[config.mk]
export PLATFORM = sky130hd
export DESIGN_NAME = mux_output_fifo_seq
export DESIGN_NICKNAME = d
export VERILOG_FILES = /design/src/rtl/mux_output_fifo_seq.sv
export SDC_FILE = /design/constraint.sdc
export NUM_CORES = 1
export LEC_CHECK = 0
export ABC_AREA = 1
export CAP_MARGIN = 25
export CORE_MARGIN = 3
export CORE_UTILIZATION = 35
export CTS_CLUSTER_DIAMETER = 80
export DETAILED_ROUTE_END_ITERATION = 10
export PLACE_DENSITY = 0.6
export SYNTH_ARGS = -nofsm -noshare
export SYNTH_HDL_FRONTEND = slang
export SYNTH_SLANG_ARGS = --single-unit
export TNS_END_PERCENT = 10
[constraint.sdc]
create_clock -name clk -period 2.7 [get_ports clk]
set_input_delay 0.54 -clock clk [delete_from_list [all_inputs] [get_ports clk]]
set_output_delay 0.54 -clock clk [all_outputs]
set_load 0.02 [all_outputs]
[src/rtl/mux_output_fifo_seq.sv]
`default_nettype none
// ============================================================================
//  Module   : mux_output_fifo_seq
//  Purpose  : First-word-fall-through output FIFO that buffers words from the
//             upstream 2x1 mux stage and presents them to the downstream
//             consumer with a valid/ready handshake.
//  Ports    : clk           - single clock, rising edge
//             rst           - synchronous active-high reset
//             i_valid       - write request (upstream o_valid)
//             i_data_bus    - write data (upstream o_data_bus)
//             i_ready       - consumer accepts the head entry this cycle
//             o_valid       - head entry valid (count != 0)
//             o_data_bus    - head entry data, zero when empty
//             o_full        - count == FIFO_DEPTH
//             o_count       - current occupancy, 0..FIFO_DEPTH
//             o_overflow    - sticky: a write was dropped while full
//  Revision : 1.0 - initial release
// ============================================================================
module mux_output_fifo_seq #(
    parameter int DATA_WIDTH = 32,
    parameter int FIFO_DEPTH = 4
) (
    input  logic                          clk,
    input  logic                          rst,
    input  logic                          i_valid,
    input  logic [DATA_WIDTH-1:0]         i_data_bus,
    input  logic                          i_ready,
    output logic                          o_valid,
    output logic [DATA_WIDTH-1:0]         o_data_bus,
    output logic                          o_full,
    output logic [$clog2(FIFO_DEPTH):0]   o_count,
    output logic                          o_overflow
);

    localparam int                   c_PTR_W = $clog2(FIFO_DEPTH);
    localparam logic [c_PTR_W:0]     c_DEPTH = (c_PTR_W + 1)'(FIFO_DEPTH);
    localparam logic [c_PTR_W-1:0]   c_PTR_ONE = c_PTR_W'(1);
    localparam logic [c_PTR_W:0]     c_CNT_ONE = (c_PTR_W + 1)'(1);

    logic [DATA_WIDTH-1:0] r_mem [FIFO_DEPTH];
    logic [c_PTR_W-1:0]    r_rd_ptr;
    logic [c_PTR_W-1:0]    r_wr_ptr;
    logic [c_PTR_W:0]      r_count;
    logic                  r_overflow;

    logic w_empty;
    logic w_full;
    logic w_pop;
    logic w_push;
    logic w_drop;

    assign w_empty = (r_count == '0);
    assign w_full  = (r_count == c_DEPTH);

    // A pop frees a slot on the same edge, so a full FIFO can still accept
    // a write when the head is being consumed.
    assign w_pop   = !w_empty && i_ready;
    assign w_push  = i_valid && (!w_full || w_pop);
    assign w_drop  = i_valid && !w_push;

    // Control state: pointers, occupancy and sticky overflow. Pointers are
    // exactly log2(depth) bits wide, so natural binary overflow wraps them
    // from FIFO_DEPTH-1 back to 0.
    always_ff @(posedge clk) begin
        if (rst) begin
            r_rd_ptr   <= '0;
            r_wr_ptr   <= '0;
            r_count    <= '0;
            r_overflow <= 1'b0;
        end else begin
            if (w_pop) begin
                r_rd_ptr <= r_rd_ptr + c_PTR_ONE;
            end
            if (w_push) begin
                r_wr_ptr <= r_wr_ptr + c_PTR_ONE;
            end
            case ({w_push, w_pop})
                2'b10:   r_count <= r_count + c_CNT_ONE;
                2'b01:   r_count <= r_count - c_CNT_ONE;
                default: r_count <= r_count;
            endcase
            if (w_drop) begin
                r_overflow <= 1'b1;
            end
        end
    end

    // Storage is left unreset: its contents are masked while empty. Writes
    // are blocked during reset so a word presented then is never kept.
    always_ff @(posedge clk) begin
        if (!rst && w_push) begin
            r_mem[r_wr_ptr] <= i_data_bus;
        end
    end

    assign o_valid    = !w_empty;
    assign o_full     = w_full;
    assign o_count    = r_count;
    assign o_overflow = r_overflow;
    assign o_data_bus = w_empty ? {DATA_WIDTH{1'b0}} : r_mem[r_rd_ptr];

endmodule
`default_nettype wire

==> results by stage, run 1 <==
Run status:
- The flow ran to the end, and the final reports show no timing, DRC or antenna violations.

Floorplan:
- The floorplan step defined a die boundary enclosing 17200 um^2.
- The core region is 15300 um^2.
- The number of cell rows is 45.
- The vertical die dimension is 131 um.
- The starting density of the core is 36.0%.
- The overall die width is 131 um.
- For this design the top-level I/O count stands at 74.

Setup path:
- The slack of the worst reg-to-reg path is 840 ps.
- The worst setup path is of the reg2out kind.
- The worst register-to-register path begins at o_count[1]$_SDFFE_PP0P_.
- The data arrival at the endpoint of the critical path is 2150 ps.
- The critical path launch point type is a flip-flop.
- STA puts the critical path data required time at 2160 ps.
- The depth of the worst register-to-register path is 7.
- The capture instance of the worst register-to-register path is r_mem[3][23]$_DFFE_PP_.
- The kind of end point of the critical path is an output port.
- Of all nets on the critical path, the largest fanout is 13.
- The most critical setup path has its endpoint at o_data_bus[11].

Yosys:
- The register bit total from synthesis is 138.
- Yosys printed 0 warnings.
- Synthesis instantiated 23 different standard cells from the library.
- Ranked by total cell area, the synthesized netlist is headed by edfxtp_1 (70%), nor2_1 (9.3%), o21ai_1 (4.2%).
- The top cell type by area accounts for 70.0% of the synthesized area.
- Synthesis produced a netlist with a net count of 490.
- The post-synthesis area per instance is 12.2 um^2.
- The synthesized design spends more area on one cell type than any other, namely edfxtp_1.
- The cell count after synthesis is 449.
- Sequential cells were found to cover 73.6% of the synthesized design area.
- The synthesized area is 5490 um^2.

Route:
- For this run, the detailed router's first-pass iteration total came to 4.
- Wires add up to 11900 um.
- The average via count per standard cell is 4.70.
- The detailed router finished its first iteration with 179 violations.
- The detail route stage leaves a number of antenna-violating nets equal to 0.
- The final route contains 3560 vias.
- After detailed routing, the average wire length per cell comes to 15.7 um.
- The DRC violation count after routing is 0.

STA:
- Hold timing on the final database bottoms out at a slack of 489 ps.
- The total count of max-transition violations in the final report came to 0.
- The worst path in the final design needs a cycle of 2690 ps, including I/O delays and setup.
- The worst-case clock skew is 6.37 ps.
- The worst-margin pin slew is 434 ps.
- The worst slew margin relative to its limit is 71.0%.
- In the finished design, the share of the clock period the worst path needs comes to 99.7%.
- The number of hold violations in the final report came to 0.
- Setup repair after global routing could not meet its margin everywhere.
- Setup violations remaining at the end of the flow were counted as 0.
- The highest clock rate is 372 MHz.

Place:
- The number of port buffers is 73.
- The wire-length estimate of the detail-placed layout is 7060 um.
- The global placer's final weighted congestion is 0.714.

Final layout:
- The fraction of layout cells with a size suffix above 1 is 9.71%.
- Cells fill 46.7% of the core in the end.
- 0 antenna diodes ended up in the layout.
- The final layout contains 574 nets.
- The area growth from synthesis to layout is 29.8%.

GRT:
- The first global-routing pass estimated 18900 um of wire.
- After global routing the overflow that remains totals 0.
- Entering global routing, the biggest net connects 45 pins.
- The number of global-route vias before repair is 3616.
- The initial antenna violation count is 0.
- Global routing consumed, over all layers together, 14.2% of the routing resources.

Clock network:
- After clock tree synthesis, the clock-pin slew on the worst setup and hold paths is 60 ps.
- In this run the post-CTS setup repair buffer count came out at 0.
- The TritonCTS clock tree is built.
- For this design, the CTS-stage hold fixing added 0 buffers.
- The clock tree buffer depth is 2.
- The number of H-tree levels is 4.
- The clock root buffer master is clkbuf_16.
- The tree built by TritonCTS fans out to 138 sinks.
- Counting the buffers created by CTS gives 17.
- The clock latency on the worst-skew pair is 420 ps.

Power:
- The analysis attributes to cell leakage a power of 0.00262 uW.
- VDD sags by at most 426 uV.
- The power density over cell area is 859 nW/um^2.

Run:
- The tool flagged a number of max-cap violations equal to 0.

Worst hold path:
- The classification of the worst-slack hold path is reg2reg.
- Along the worst hold path, the cell count comes to 1.
-- cell usage in the layout, fill, tap and decap left out, drive strengths merged --
master           n
nor2           137
edfxtp         128
o21ai           67
clkdlybuf4s50   46
a21oi           40
dlygate4sd2     20
clkbuf          20
inv             18
buf             15
nand2           11
dfxtp           10
clkinv           9
dlymetal6s2s     7
nand3            5
ha               4
bufinv           3
nand4            2
a21boi           1
xor2             1
o21a             1
fa               1
-- synth_stat cells, drive strengths merged --
| cell | count |
|---|---|
| dfxtp | 10 |
| nand3 | 5 |
| o21a | 1 |
| a21boi | 1 |
| edfxtp | 128 |
| xor2 | 1 |
| nand2 | 11 |
| o21ai | 67 |
| ha | 4 |
| a21oi | 40 |
| buf | 17 |
| nor2 | 137 |
| nand4 | 2 |
| fa | 1 |
| clkbuf | 6 |
| inv | 18 |
-- cell type report --
type | instances | area (um^2)
flip-flops and latches | 138 | 4050
clock inverters | 12 | 130
fillers | 1390 | 8130
clock buffers | 20 | 437
repair buffers | 88 | 918
multi-input cells | 270 | 1260
inverters | 18 | 67.6
well taps | 211 | 264
-- flip-flops by register name, indices dropped and copies added (netlist names), named ones only --
signal	count
o_count	3
o_overflow	1
r_mem	128
r_rd_ptr	2
r_wr_ptr	2
-- worst min-delay path by stage --
stage | start | to | slack, ps
final | r_rd_ptr[0]$_SDFFE_PP0P_ | r_rd_ptr[0]$_SDFFE_PP0P_ | 490
after global routing | r_rd_ptr[0]$_SDFFE_PP0P_ | r_rd_ptr[0]$_SDFFE_PP0P_ | 520
after CTS | r_rd_ptr[0]$_SDFFE_PP0P_ | r_rd_ptr[0]$_SDFFE_PP0P_ | 490
after detailed placement | o_overflow$_SDFFE_PP0P_ | o_overflow$_SDFFE_PP0P_ | 470
after global placement | o_overflow$_SDFFE_PP0P_ | o_overflow$_SDFFE_PP0P_ | 470
after floorplan | r_rd_ptr[0]$_SDFFE_PP0P_ | flip-flop | 450
-- worst max-delay path, cell delays in order, from the launching register on --
cell             delay (ps)
dfxtp_2                 320
inv_1                   190
buf_4                   280
nor2_1                  100
o21ai_1                  80
a21oi_1                 150
clkdlybuf4s50_1         620
-- power by group --
part           leakage (uW)  internal, uW  total [uW]  switching, uW
logic               0.00110           542        1430            893
registers           0.00125          2430        2460           35.2
clock network      0.000281          1430        2230            799
-- per-layer routing --
layer  vias up  global-route usage [%]  wire length (um)
met2        88                    23.3              5790
met3        15                    4.79               562
met1      1713                    17.4              5270
met4         0                    5.95               257
li1       1744                       -                 -
met5         -                       0                 0
-- stage by stage --
step           std cells  cell area [um^2]  TNS (ps)  setup WS, ps  total power [uW]
6_report             757              7130         0          9.40              6120
2_1_floorplan        449              5490    -11450         -89.4              3360
3_3_place_gp         725              6560         0           300              4030
5_1_grt              757              7130      -572          -152              6430
4_1_cts              757              7110      -200         -83.1              6220
3_5_place_dp         725              6560         0           304              4050
-- repair_timing --
action                                  4_1_cts  5_1_grt
pin swaps                                     0        0
gates cloned                                  0        0
endpoints found under the setup margin       31       11
gates resized for setup                      22        7
-- cell families after synthesis --
group,Yosys count,share of synthesized area (%)
compound gates,109,10.0
xor+xnor,1,0.160
fa+ha+maj,5,1.28
buf+inv,41,3.87
flops,138,73.6
simple gates,155,11.0
Power figures use the tool's default switching activity.
==> run 2, diff against run 1 <==
- GPL_ROUTABILITY_DRIVEN: default -> 0
- SLEW_MARGIN: default -> 10
==> results of run 2 <==
No change in the layout: final DEF, timing and power equal those of run 1.
